File: config.mk
export PLATFORM = sky130hd
export DESIGN_NAME = bcd_display_ctrl
export DESIGN_NICKNAME = d
export VERILOG_FILES = /design/src/rtl/display_pkg.sv /design/src/rtl/hex7seg.sv /design/src/rtl/bcd_display_ctrl.sv
export SDC_FILE = /design/constraint.sdc
export NUM_CORES = 1
export LEC_CHECK = 0
export BUFFER_PORTS_ARGS = -buffer_cell sky130_fd_sc_hd__buf_2
export CORE_UTILIZATION = 42
export CTS_CLUSTER_SIZE = 30
export DETAILED_ROUTE_END_ITERATION = 8
export PLACE_DENSITY_LB_ADDON = 0.08
export SLEW_MARGIN = 20
export SYNTH_ARGS = -nofsm -noshare
export SYNTH_HDL_FRONTEND = slang
export SYNTH_SLANG_ARGS = --single-unit
File: constraint.sdc
create_clock -name clk -period 4.5 [get_ports clk]
set_input_delay 1.125 -clock clk [delete_from_list [all_inputs] [get_ports clk]]
set_output_delay 1.125 -clock clk [all_outputs]
set_load 0.1 [all_outputs]
File: src/rtl/display_pkg.sv
// Shared types and constants for the BCD/hex seven-segment display controller.
// Segment patterns are active-low, bit order {g,f,e,d,c,b,a}.
package display_pkg;

  typedef enum logic [1:0] {
    IDLE  = 2'd0,
    SHIFT = 2'd1,
    DONE  = 2'd2
  } state_t;

  localparam int NUM_DIGITS = 8;

  localparam logic [6:0] SEG_BLANK = 7'h7F;

  localparam logic [6:0] SEG_0 = 7'h40;
  localparam logic [6:0] SEG_1 = 7'h79;
  localparam logic [6:0] SEG_2 = 7'h24;
  localparam logic [6:0] SEG_3 = 7'h30;
  localparam logic [6:0] SEG_4 = 7'h19;
  localparam logic [6:0] SEG_5 = 7'h12;
  localparam logic [6:0] SEG_6 = 7'h02;
  localparam logic [6:0] SEG_7 = 7'h78;
  localparam logic [6:0] SEG_8 = 7'h00;
  localparam logic [6:0] SEG_9 = 7'h10;
  localparam logic [6:0] SEG_A = 7'h08;
  localparam logic [6:0] SEG_B = 7'h03;
  localparam logic [6:0] SEG_C = 7'h46;
  localparam logic [6:0] SEG_D = 7'h21;
  localparam logic [6:0] SEG_E = 7'h06;
  localparam logic [6:0] SEG_F = 7'h0E;

endpackage

File: src/rtl/hex7seg.sv
// Combinational 4-bit to active-low seven-segment decoder, one per digit.
module hex7seg
  import display_pkg::*;
(
  input  logic [3:0] nibble,
  output logic [6:0] seg
);

  always_comb begin
    // NOTE: assigning a default before the case keeps this block free of inferred latches.
    seg = SEG_BLANK;
    case (nibble)
      4'h0: seg = SEG_0;
      4'h1: seg = SEG_1;
      4'h2: seg = SEG_2;
      4'h3: seg = SEG_3;
      4'h4: seg = SEG_4;
      4'h5: seg = SEG_5;
      4'h6: seg = SEG_6;
      4'h7: seg = SEG_7;
      4'h8: seg = SEG_8;
      4'h9: seg = SEG_9;
      4'hA: seg = SEG_A;
      4'hB: seg = SEG_B;
      4'hC: seg = SEG_C;
      4'hD: seg = SEG_D;
      4'hE: seg = SEG_E;
      4'hF: seg = SEG_F;
      default: seg = SEG_BLANK;
    endcase
  end

endmodule

File: src/rtl/bcd_display_ctrl.sv
// GPIO-driven seven-segment display: hex writes show immediately, decimal writes
// run a 32-step double-dabble conversion with leading-zero blanking and overflow flag.
module bcd_display_ctrl #(
  parameter int NUM_DIGITS = display_pkg::NUM_DIGITS
) (
  input  logic                       clk,
  input  logic                       rst,
  input  logic                       gpio_we,
  input  logic [31:0]                gpio_data,
  input  logic                       dec_mode,
  output logic                       stall_req,
  output logic                       busy,
  output logic                       ovf,
  output logic [NUM_DIGITS-1:0][6:0] seg
);
  import display_pkg::*;

  localparam int BCD_W = 40;
  localparam int BIN_W = 32;

  state_t             state, state_next;
  logic [5:0]         cnt;
  logic [BCD_W-1:0]   bcd, bcd_adj, bcd_shift;
  logic [BIN_W-1:0]   bin, bin_shift;
  logic               dec_q;
  logic               accept;
  logic               dec_ovf;
  logic [NUM_DIGITS-1:0]      lz_mask;
  logic                       nonzero;
  logic [NUM_DIGITS-1:0][3:0] digit_q;
  logic [NUM_DIGITS-1:0]      blank_q;
  logic [NUM_DIGITS-1:0][6:0] raw_seg;

  assign accept = gpio_we && (state == IDLE);

  always_ff @(posedge clk or posedge rst) begin
    if (rst) state <= IDLE;
    // NOTE: sequential state uses non-blocking assignments so every register samples pre-edge values.
    else     state <= state_next;
  end

  always_comb begin
    state_next = state;
    case (state)
      IDLE:    if (gpio_we) state_next = dec_mode ? SHIFT : DONE;
      SHIFT:   if (cnt == 6'd31) state_next = DONE;
      DONE:    state_next = IDLE;
      default: state_next = IDLE;
    endcase
  end

  always_comb begin
    busy      = (state != IDLE);
    stall_req = gpio_we && (state != IDLE);
  end

  // One double-dabble step: correct every BCD digit >= 5, then shift {bcd, bin} left.
  always_comb begin
    bcd_adj = bcd;
    for (int k = 0; k < BCD_W / 4; k++) begin
      if (bcd[4*k +: 4] >= 4'd5) bcd_adj[4*k +: 4] = bcd[4*k +: 4] + 4'd3;
    end
    {bcd_shift, bin_shift} = {bcd_adj, bin} << 1;
  end

  always_ff @(posedge clk or posedge rst) begin
    if (rst) begin
      cnt   <= '0;
      bcd   <= '0;
      bin   <= '0;
      dec_q <= 1'b0;
    end else if (accept) begin
      cnt   <= '0;
      bcd   <= '0;
      bin   <= gpio_data;
      dec_q <= dec_mode;
    end else if (state == SHIFT) begin
      cnt   <= cnt + 6'd1;
      bcd   <= bcd_shift;
      bin   <= bin_shift;
    end
  end

  assign dec_ovf = |bcd[BCD_W-1:32];

  // A digit is a leading zero when it and every more significant displayed digit are zero.
  always_comb begin
    lz_mask = '0;
    nonzero = 1'b0;
    for (int i = NUM_DIGITS - 1; i > 0; i--) begin
      nonzero    = nonzero | (bcd[4*i +: 4] != 4'd0);
      lz_mask[i] = !nonzero;
    end
  end

  always_ff @(posedge clk or posedge rst) begin
    if (rst) begin
      digit_q <= '0;
      blank_q <= '0;
      ovf     <= 1'b0;
    end else if (state == DONE) begin
      if (dec_q) begin
        for (int i = 0; i < NUM_DIGITS; i++) digit_q[i] <= bcd[4*i +: 4];
        blank_q <= dec_ovf ? '0 : lz_mask;
        ovf     <= dec_ovf;
      end else begin
        for (int i = 0; i < NUM_DIGITS; i++) digit_q[i] <= bin[4*i +: 4];
        blank_q <= '0;
        ovf     <= 1'b0;
      end
    end
  end

  for (genvar i = 0; i < NUM_DIGITS; i++) begin : g_digit
    hex7seg u_hex7seg (
      .nibble (digit_q[i]),
      .seg    (raw_seg[i])
    );
    assign seg[i] = blank_q[i] ? SEG_BLANK : raw_seg[i];
  end

endmodule

Word level (Yosys, flattened, before mapping)
Memory sizes are Yosys's and may differ from the RTL's.
Cells that the tools add are included.
{"block": "word_totals", "latchBits": 0, "reg_bits": 122, "inputBits": 36, "output_inout_bits": 59, "romBits": 896, "ramBits": 0, "mem_count": 8, "word_cells": 108}
{"memory": "(no name shown)", "depth": 16, "word_bits": 7, "read_ports": 1, "rd_ports_with_merged_regs": 0, "wr": 0, "line_no": "hex7seg.sv:12", "rtl": "case (nibble)"}
{"memory": "(no name shown)", "depth": 16, "word_bits": 7, "read_ports": 1, "rd_ports_with_merged_regs": 0, "wr": 0, "line_no": "hex7seg.sv:12"}
{"memory": "(no name shown)", "depth": 16, "word_bits": 7, "read_ports": 1, "rd_ports_with_merged_regs": 0, "wr": 0, "line_no": "hex7seg.sv:12"}
{"memory": "(no name shown)", "depth": 16, "word_bits": 7, "read_ports": 1, "rd_ports_with_merged_regs": 0, "wr": 0, "line_no": "hex7seg.sv:12"}
{"memory": "(no name shown)", "depth": 16, "word_bits": 7, "read_ports": 1, "rd_ports_with_merged_regs": 0, "wr": 0, "line_no": "hex7seg.sv:12"}
{"memory": "(no name shown)", "depth": 16, "word_bits": 7, "read_ports": 1, "rd_ports_with_merged_regs": 0, "wr": 0, "line_no": "hex7seg.sv:12"}
{"memory": "2 more memories"}
{"block": "op_classes", "n_eq_ne": 5, "multipliers": 0, "n_addsub": 11, "bitwise_logic": 6, "n_reduce_logical": 21, "n_div": 0, "n_shift": 0, "muxes": 32, "n_lt_le_gt_ge": 10}
{"operator": "$mux 32", "n": 3}
{"operator": "$mux 40", "n": 2}
{"operator": "$mux 7", "n": 8}
{"operator": "$ge 4x3->1 const B", "n": 10}
{"operator": "$add 4x2->4 const B", "n": 9}
{"operator": "$mux 4", "n": 9}
{"operator": "$reduce_bool 4->1", "n": 7}
{"operator": "$mux 8", "n": 2}
{"operator": "$mux 6", "n": 2}
{"operator": "$reduce_or 8->1", "n": 1}
{"operator": "$logic_not 1->1", "n": 7}
{"operator": "$add 6x1->6 const B", "n": 1}
{"operator": "$eq 6x5->1 const B", "n": 1}
{"operator": "$mux 2", "n": 3}
{"operator": "$or 1x1->1", "n": 6}
{"operator": "$ne 2x2->1 const B", "n": 2}
{"operator": "$pmux 2 s2", "n": 1}
{"operator": "$reduce_bool 2->1", "n": 2}
{"operator": "$add 3x2->3 const B", "n": 1}
{"operator": "$mux 3", "n": 1}
{"operator": "$eq 2x1->1 const B", "n": 1}
{"operator": "$eq 2x2->1 const B", "n": 1}
{"operator": "$logic_and 1x1->1", "n": 2}
{"operator": "$logic_not 2->1", "n": 1}
{"operator": "other kinds (2)", "n": 2}

Logic depth before layout (Yosys ltp)
Gate-level depths: netlist (run 1).
{"block": "logic_depth", "word_depth": 10, "depth_mapped": 6, "ltp_nobuf": 6}

By module
From an unflattened synthesis (run 1), not the netlist that was laid out.
{"block": "unflattened", "hier_cells": 919, "area_unflattened_um2": 8584.5}
{"module": "bcd_display_ctrl", "instances": 1, "cells_per_inst": 664, "area_each_um2": 6382.4}
{"module": "hex7seg (g_digit[0].u_hex7seg ...)", "instances": 7, "cells_per_inst": 32, "area_each_um2": 275.3}
{"module": "hex7seg (g_digit[6].u_hex7seg)", "instances": 1, "cells_per_inst": 31, "area_each_um2": 275.3}

Worst setup path after synthesis (run 1)
OpenSTA, ideal clock, no wires.
{"block": "synth_timing", "kind": "reg2out", "startpoint": "register digit_q[31] (netlist name)", "endpoint": "output port seg[53] (netlist name)", "required_ns": 3.375, "path_stages_with_launch": 5, "t_arrival_ns": 3.011, "setup_slack_ns": 0.364, "path_buffers": 1, "path_cell_list": "dfrtp_1 > clkbuf_1 > nand2_1 > o21a_1 > o21ai_0"}
{"item": "start: declaration", "line_no": "bcd_display_ctrl.sv:30", "rtl": "logic [NUM_DIGITS-1:0][3:0] digit_q;"}
{"item": "start signal: assignment", "line_no": "bcd_display_ctrl.sv:98", "rtl": "digit_q <= '0;"}
{"item": "end: declaration", "line_no": "bcd_display_ctrl.sv:14", "rtl": "output logic [NUM_DIGITS-1:0][6:0] seg"}

==> key figures, run 1 <==
Clock network
  • Hold_buf cts: 0
  • CTS clk-pin slew, worst paths: around 50 ps
  • H-tree lvl count: 4
  • CTS tree: done
  • CTS Buf Count: 17
  • Clock Sink Count: 121
  • Clk Tree Root Cell: clkbuf_16
  • # Post-CTS Setup Buffers: 0
  • Post-CTS sizing: 0
  • Worst-skew pair later-pin latency: 420 ps
  • Bufs on Longest Clock Path: 2

Route
  • Via-to-Cell Ratio: roughly 5.2
  • Via count: 6,471
  • Final WL: between 15,000 and 20,000 µm
  • Post-route DRC: 0
  • Pre-antenna DRT Iters: 6
  • Initial detailed-routing violation count: between 300 and 400
  • Routed WL per cell: between 15 and 20 µm
  • Routed Antenna Nets: 0

Final layout
  • Antenna diodes: 0
  • Layout area overhead: 15.45%
  • # nets final: 1,075
  • Share of cells above drive strength 1: 18.48%

Min path
  • Hold Crit Class: flip-flop to flip-flop
  • Hold Startpoint: bin[31]$_DFFE_PP0P_

STA
  • Slew @ Worst Pin: 870.0 ps
  • Fmax: 287.9 MHz
  • Final setup viols: 0
  • Hold slack: 496.1 ps
  • Final Skew: between 9 and 10 ps
  • Setup TNS: 0 ps
  • Tcrit/Tclk final: 77.18%
  • Final hold viol count: 0
  • Worst slew margin: between 40% and 50%
  • Crit path time final: 3473 ps
  • RSZ-0062 raised after global routing: false
  • Slew Limit Fails: 0

Synth
  • Top cells by count, synth: nand2_1 (140), dfrtp_1 (121), ha_1 (78), o21ai_0 (65), mux2i_1 (55)
  • Syn_nets: 1,012
  • Top-count cell post-synth: nand2_1
  • EDFF count, synth: 0
  • Asr flop ratio synth: 100.0%
  • Sequential-to-total area share from yosys stat: ~37%
  • Distinct cells, synth: 46
  • Synth Register Bits: ~120
  • Synthesis Warnings: 0
  • Top cells by area, synth: dfrtp_1 (37%), ha_1 (12%), mux2i_1 (6.7%)
  • Post-synth top area cell: dfrtp_1
  • Top cell type's share of synthesized area: between 30% and 40%
  • Synthesized cell area: ~8200 µm²
  • Cells after synthesis: 898
  • Syn Area/Cell: 9.137 µm²
  • Top FF cell, synth: dfrtp_1

Placement
  • RD Place Congestion: 0.7996
  • I/O Buffers: 94
  • DP HPWL: 12,550 µm

Floorplanning
  • Starting Density: 43.29%
  • Number of core rows: 50
  • Die Ht: 141.8 µm
  • Die width: between 100 and 150 µm
  • Core Area: 18,960 µm²
  • IO Pins: 95
  • Die area: 20,100 µm²

GRT
  • Grt ovf: 0
  • Vias in the first global route: 6,163
  • Tot GR Track Use: 19.67%
  • Initial antenna violation count: 1
  • Largest net degree at the start of global routing: 75
  • First-pass GRT wire length: approximately 31,000 µm

Worst setup path
  • Critical path type: flip-flop to output pin
  • Critical Path, Cell by Cell: inv_1 -> ha_1 -> inv_1 -> mux4_2 -> or2_2 -> buf_2
  • Crit end category: output pin
  • Crit path top cell by count: inv_1
  • CP Launch Point: digit_q[8]$_DFFE_PP0N_
  • Slowest cell on crit path: dfrtp_1
  • Reg-to-reg startpoint: state[1]$_DFFE_PP0P_
  • Worst setup SP type: flip-flop
  • Largest stage delay, worst path: 450 ps
  • CP top delay family: buffers and inverters
  • CP Data Required Time: 3380 ps
  • Crit path max fanout: 7
  • Buf/Inv on CP: 3
  • Arrival time worst endpoint: 2350 ps

Job
  • Max_cap viols: 0

Run status
  • Outcome: completed
[sequential cells by signal, summed over array words and instances, names as in the netlist]
| register | cells |
|---|---|
| bcd | 40 |
| bin | 32 |
| digit_q | 32 |
| blank_q | 7 |
| cnt | 6 |
| state | 2 |
| dec_q | 1 |
| ovf | 1 |
[cell families (layout without fill, tap and decap cells)]
kind of cell,count (synthesis),in the layout,synth area share (%)
DFF,121,121,36.90
adders and majority gates,78,78,11.89
and+or+nand+nor,286,286,16.41
xor gates and xnor gates,12,12,1.281
buffers and inverters,104,180,5.017
AOI/OAI and AO/OA,213,213,16.71
muxes,84,84,11.79
[stage by stage]
step                utilization (%)  worst slack, ps  cell area (µm²)  cells
floorplan                         -            160.8             8205    898
global placement              46.74             1479             8860   1202
detailed placement            46.74             1460             8860   1202
CTS                           49.97             1004             9473   1234
global route                  49.97            879.2             9473   1234
finish                        49.97             1027             9473   1234
[path summary, 6_finish.rpt]
| kind | end | slack (ps) | cells after the start |
|---|---|---|---|
| max in group asynchronous | bcd[7]$_DFFE_PP0P_ | 2880 | 3 |
| worst min register to register | bin[31]$_DFFE_PP0P_ | 500 | 2 |
| min in group asynchronous | ovf$_DFFE_PP0N_ | 810 | 2 |
| worst min-delay path | bin[31]$_DFFE_PP0P_ | 500 | 2 |
| worst max-delay path | seg[17] | 1030 | 6 |
| worst max register to register | bcd[11]$_DFFE_PP0P_ | 2330 | 4 |
[tightest hold or removal path: stages (launching register included)]
cell and delay (ps):
dfrtp_1 350, nand2_1 60, nand2_1 50
[cells in the final DEF (no fill, tap or decap), types with 13 or more instances in the layout]
cell / instances
a211o_1: 15
a21oi_1: 24
a221o_1: 13
a22oi_1: 31
buf_2: 94
clkbuf_16: 17
dfrtp_1: 120
ha_1: 78
inv_1: 45
mux2_2: 21
mux2i_1: 55
nand2_1: 140
nand2b_1: 13
nand3_1: 36
nor2_1: 44
o21ai_0: 65
o21ai_1: 29
[routing by layer]
layer  up-vias  global-route usage, %  routed length [µm]
li1       3295                      -                   -
met1      3076                  27.29                9280
met2        81                  31.03                8522
met3        17                  3.240                 518
met4         2                  6.848                 206
met5         -                      0                  14
[final cells by class]
type	count	area, µm²
Clock inverter	9	145.1
Inverter	46	175.2
Sequential cell	121	3029
Timing Repair Buffer	102	543.0
Tap cell	260	325.3
Fill cell	1815	9483
Clock buffer	23	467.9
Multi-Input combinational cell	673	4787
Power of run 1 is left out: the tool's default activity adds up to more than one toggle a clock period on the data nets, which glitch-free logic cannot reach.
==> run 2: changes to the inputs <==
--- a/config.mk
+++ b/config.mk
@@ -5,6 +5,7 @@
 export SDC_FILE = /design/constraint.sdc
 export NUM_CORES = 1
 export LEC_CHECK = 0
+export ABC_AREA = 1
 export BUFFER_PORTS_ARGS = -buffer_cell sky130_fd_sc_hd__buf_2
 export CORE_UTILIZATION = 42
 export CTS_CLUSTER_SIZE = 30
==> constraint.sdc (replaced) <==
create_clock -name clk -period 3.45 [get_ports clk]
set_input_delay 0.8625 -clock clk [delete_from_list [all_inputs] [get_ports clk]]
set_output_delay 0.8625 -clock clk [all_outputs]
set_load 0.1 [all_outputs]
==> key figures, run 2 <==
Run status
  • Outcome: completed

Worst setup path
  • Critical path type: flip-flop to output pin
  • Reg-to-reg endpoint: bcd[11]$_DFFE_PP0P_
  • Reg-to-reg startpoint: state[1]$_DFFE_PP0P_
  • Worst setup SP type: flip-flop
  • Crit path max fanout: 9
  • R2R depth: 4
  • Crit end category: output pin
  • Arrival time worst endpoint: between 2000 and 2500 ps
  • CP Data Required Time: 2590 ps
  • R2R Setup Slk: 1290 ps

Final layout
  • Share of cells above drive strength 1: around 15%
  • Max FFs per register: 40
  • Most flop-heavy register: bcd
  • Final Cell Area: 9173 µm²
  • Commonest non-fill, non-tap cells in the layout: o21ai_0 (158), inv_1 (148), nand2_1 (148)
  • Layout area overhead: 14.64%
  • # nets final: roughly 1,200
  • Top Registers: bcd (40), bin (32), digit_q (32)
  • Most common cell after layout, fill and taps aside: o21ai_0
  • Antenna diodes: 0

Floorplanning
  • IO Pins: 95
  • Number of core rows: 50
  • Die area: ~20,000 µm²
  • Die Ht: 140.0 µm
  • Die width: 140.0 µm
  • Core Area: 18,710 µm²
  • Starting Density: 42.78%

Clock network
  • Post-CTS sizing: 0
  • H-tree lvl count: 4
  • Worst-skew pair later-pin latency: 420 ps
  • Bufs on Longest Clock Path: 2
  • CTS Buf Count: 17
  • Clock Sink Count: 121
  • # Post-CTS Setup Buffers: 0
  • Clk Tree Root Cell: clkbuf_16
  • CTS tree: done
  • Hold_buf cts: 0
  • CTS clk-pin slew, worst paths: around 60 ps

STA
  • Slew @ Worst Pin: around 840 ps
  • Fmax: 342.7 MHz
  • Crit path time final: 2918 ps
  • Final worst slack: 531.8 ps
  • Slew Limit Fails: 0
  • RSZ-0062 raised after global routing: false
  • Final Skew: 7.894 ps
  • Worst slew margin: 44.18%
  • Final hold viol count: 0
  • Tcrit/Tclk final: 84.59%
  • Final setup viols: 0

Placement
  • DP Area: 8625 µm²
  • RD Place Congestion: 0.8715
  • I/O Buffers: 94
  • DP HPWL: ~13,000 µm
  • Worst slack, placed: 964.9 ps

Route
  • Routed WL per cell: 14.58 µm
  • Initial detailed-routing violation count: 383
  • Pre-antenna DRT Iters: 5
  • Final WL: ~19,000 µm
  • Routed Antenna Nets: 0
  • Via count: about 7,000
  • Post-route DRC: 0
  • Via-to-Cell Ratio: between 5 and 6

Synth
  • Synth Register Bits: 121
  • Top FF cell, synth: dfrtp_1
  • EDFF count, synth: 0
  • Syn Area/Cell: 8.026 µm²
  • Sequential-to-total area share from yosys stat: between 30% and 40%
  • Top-count cell post-synth: o21ai_0
  • Post-synth top area cell: dfrtp_1
  • Top cell type's share of synthesized area: 37.84%
  • Syn_nets: roughly 1,100
  • Synthesized cell area: 8001 µm²
  • Top cells by area, synth: dfrtp_1 (38%), ha_1 (12%), o21ai_0 (11%)
  • Top cells by count, synth: o21ai_0 (171), inv_1 (149), nand2_1 (148), dfrtp_1 (121), ha_1 (78)
  • Asr flop ratio synth: 100.0%
  • Synthesis Warnings: 0
  • Distinct cells, synth: 41
  • Cells after synthesis: about 1,000

GRT
  • Initial antenna violation count: 0
  • Tot GR Track Use: 20.73%
  • Largest net degree at the start of global routing: 65
  • Vias in the first global route: 6,621
  • First-pass GRT wire length: 32,720 µm
  • Grt ovf: 0

Min path
  • Hold Crit Class: input port to async pin

Job
  • Max_cap viols: 0
[run 2: final cells by class]
type / instances / area [µm²]
Fill cell: 1857 / 9533
Sequential cell: 121 / 3028
Inverter: 155 / 586.8
Clock inverter: 13 / 105.1
Clock buffer: 19 / 442.9
Timing Repair Buffer: 103 / 538.0
Tap cell: 234 / 292.8
Multi-Input combinational cell: 674 / 4179
[run 2: metrics by stage]
step / cells / utilization (%) / hold slack [ps] / TNS (ps)
CTS: 1319 / 49.04 / 328.0 / 0
detailed placement: 1287 / 46.11 / 465.4 / 0
floorplan: 997 / - / 466.6 / -425.7
global route: 1319 / 49.04 / 340.3 / 0
finish: 1319 / 49.04 / 339.9 / 0
global placement: 1287 / 46.11 / 468.7 / 0
[run 2: worst max path at each step]
stage / cells past startpoint / startpoint / slack [ps] / to
6_report: 5 / digit_q[7]$_DFFE_PP0N_ / 530 / seg[7]
5_1_grt: 5 / digit_q[7]$_DFFE_PP0N_ / 330 / seg[7]
4_1_cts: 7 / digit_q[9]$_DFFE_PP0N_ / 500 / seg[14]
3_5_place_dp: 7 / digit_q[9]$_DFFE_PP0N_ / 960 / seg[14]
3_3_place_gp: 7 / digit_q[17]$_DFFE_PP0N_ / 970 / seg[28]
2_1_floorplan: 4 / digit_q[8]$_DFFE_PP0N_ / -430 / seg[16]
[run 2: cells by family after synthesis]
group / synth area share [%]
compound gates: 26.40
xor+xnor: 0.6568
fa+ha+maj: 12.20
buf+inv: 10.52
flops: 37.84
simple gates: 12.38
[run 2: critical path, stage by stage, from the launching register on]
cell	delay, ps
dfrtp_1	490
clkinv_1	270
nor3_1	250
a31oi_1	70
o2111ai_1	90
buf_2	460
[run 2: metal layers]
| metal | up-vias | wire length, µm | GRT usage (%) |
|---|---|---|---|
| met5 | - | 0 | 0 |
| met4 | 0 | 220 | 6.362 |
| met3 | 16 | 644 | 3.248 |
| met2 | 118 | 8791 | 32.66 |
| met1 | 3317 | 9578 | 29.25 |
| li1 | 3558 | - | - |
Power of run 2 is left out for the same reason.
==> run 3: changes to the inputs <==
==> constraint.sdc (replaced) <==
create_clock -name clk -period 2.7 [get_ports clk]
set_input_delay 0.675 -clock clk [delete_from_list [all_inputs] [get_ports clk]]
set_output_delay 0.675 -clock clk [all_outputs]
set_load 0.1 [all_outputs]
==> key figures, run 3 (synthesis results as in run 2) <==
Clock network
  • CTS clk-pin slew, worst paths: 60 ps
  • Worst-skew pair later-pin latency: between 400 and 500 ps
  • CTS tree: done
  • Bufs on Longest Clock Path: 2
  • Clk Tree Root Cell: clkbuf_16
  • Clock Sink Count: 121
  • H-tree lvl count: 4
  • # Post-CTS Setup Buffers: 0
  • CTS Buf Count: 17

STA
  • Slew Limit Fails: 0
  • Final Skew: just over 8 ps
  • RSZ-0062 raised after global routing: false
  • Setup TNS: 0 ps
  • Tcrit/Tclk final: between 90% and 100%
  • Final worst slack: roughly 110 ps
  • Final setup viols: 0
  • Worst slew margin: 55.35%
  • Crit path time final: 2592 ps
  • Fmax: 385.8 MHz
  • Slew @ Worst Pin: 668.8 ps
  • Final hold viol count: 0

Worst setup path
  • Critical Path, Cell by Cell: inv_1 -> ha_1 -> inv_1 -> o311ai_1 -> clkbuf_4
  • CP Data Required Time: 2030 ps
  • Reg-to-reg startpoint: bcd[32]$_DFFE_PP0P_
  • Crit end category: output pin
  • R2R depth: 10
  • Slowest cell on crit path: clkbuf_4
  • R2R Setup Slk: 780 ps
  • Arrival time worst endpoint: roughly 1900 ps
  • Crit path max fanout: 7
  • Largest stage delay, worst path: 400 ps
  • Reg-to-reg endpoint: blank_q[2]$_DFFE_PP0N_
  • Critical path type: flip-flop to output pin
  • Crit path top cell by count: inv_1
  • Worst setup SP type: flip-flop

Final layout
  • Share of cells above drive strength 1: 19.65%
  • Most flop-heavy register: bcd
  • Finished Core Util: 51.97%
  • Antenna diodes: 0
  • Top Registers: bcd (40), bin (32), digit_q (32)
  • Max FFs per register: 40
  • Layout area overhead: 21.49%
  • Commonest non-fill, non-tap cells in the layout: o21ai_0 (158), nand2_1 (144), inv_1 (135)
  • Storage cell area: 3030 µm²
  • FILL cells: 1,776
  • Post-Layout Cell Count: 1,323
  • Multi-input gate area: roughly 4400 µm²
  • # nets final: about 1,200
  • Most common cell after layout, fill and taps aside: o21ai_0

Run status
  • Outcome: completed

Job
  • Max_cap viols: 0

Floorplanning
  • Starting Density: 42.78%
  • Number of core rows: 50
  • Die width: 140.0 µm
  • Core Area: 18,710 µm²
  • Die Ht: 140.0 µm
  • IO Pins: 95
  • Die area: around 20,000 µm²

Route
  • Final WL: around 19,000 µm
  • Routed WL per cell: approximately 14 µm
  • Via count: about 7,000
  • Routed Antenna Nets: 0
  • Pre-antenna DRT Iters: 5
  • Via-to-Cell Ratio: 5.274
  • Post-route DRC: 0
  • Initial detailed-routing violation count: 399

Placement
  • I/O Buffers: 94
  • Worst slack, placed: 390.7 ps
  • DP HPWL: 13,450 µm
  • Placed insts: 1,291
  • RD Place Congestion: 0.8637

GRT
  • Grt ovf: 0
  • Vias in the first global route: 6,604
  • First-pass GRT wire length: 32,240 µm
  • Largest net degree at the start of global routing: 70
  • Initial antenna violation count: 0
  • Tot GR Track Use: between 20% and 30%

Min path
  • Hold Crit Class: input port to async pin
-- run 3: through the flow --
stage | area, µm² | hold slack, ps
2_1_floorplan | 8277 | 466.6
3_3_place_gp | 8925 | 468.1
6_report | 9721 | 339.7
4_1_cts | 9613 | 354.9
5_1_grt | 9721 | 367.1
3_5_place_dp | 8925 | 482.6
-- run 3: layer usage --
metal	track usage, %	vias to the layer above	wire, µm	share of wire (%)
li1	-	3572	-	-
met2	33.92	99	9168	48
met3	3.932	11	611	3.2
met5	0	-	0	0
met4	5.263	0	153	0.80
met1	26.85	3295	9173	48
-- run 3: how the worst max path moves through the flow --
stage	from	endpoint	slack [ps]	cells after the start
floorplan	digit_q[8]$_DFFE_PP0N_	seg[16]	-990	4
global placement	digit_q[11]$_DFFE_PP0N_	seg[14]	410	5
detailed placement	digit_q[1]$_DFFE_PP0N_	seg[0]	390	9
CTS	digit_q[9]$_DFFE_PP0N_	seg[19]	20	7
global route	digit_q[29]$_DFFE_PP0N_	seg[53]	1	7
finish	digit_q[8]$_DFFE_PP0N_	seg[16]	110	5
-- run 3: area by class of cell --
class | count | share of cell area (%)
Multi-Input combinational cell | 674 | 45.31
Clock buffer | 19 | 4.557
Sequential cell | 121 | 31.18
Timing Repair Buffer | 107 | 7.774
Inverter | 155 | 6.114
Clock inverter | 13 | 2.059
Tap cell | 234 | 3.012
-- run 3: worst max-delay path: cells and delay by family, from the launching register on --
family / cells / cell delay, ps
DFF: 1 / 390
AOI/OAI and AO/OA: 1 / 270
adders and majority gates: 1 / 180
buffers and inverters: 3 / 650
-- run 3: repair_timing --
item,in CTS,in global routing
hold buffers,0,0
pin swaps,0,0
resized for setup,18,42
endpoints found under the setup margin,18,33
Power of run 3 is left out for the same reason.
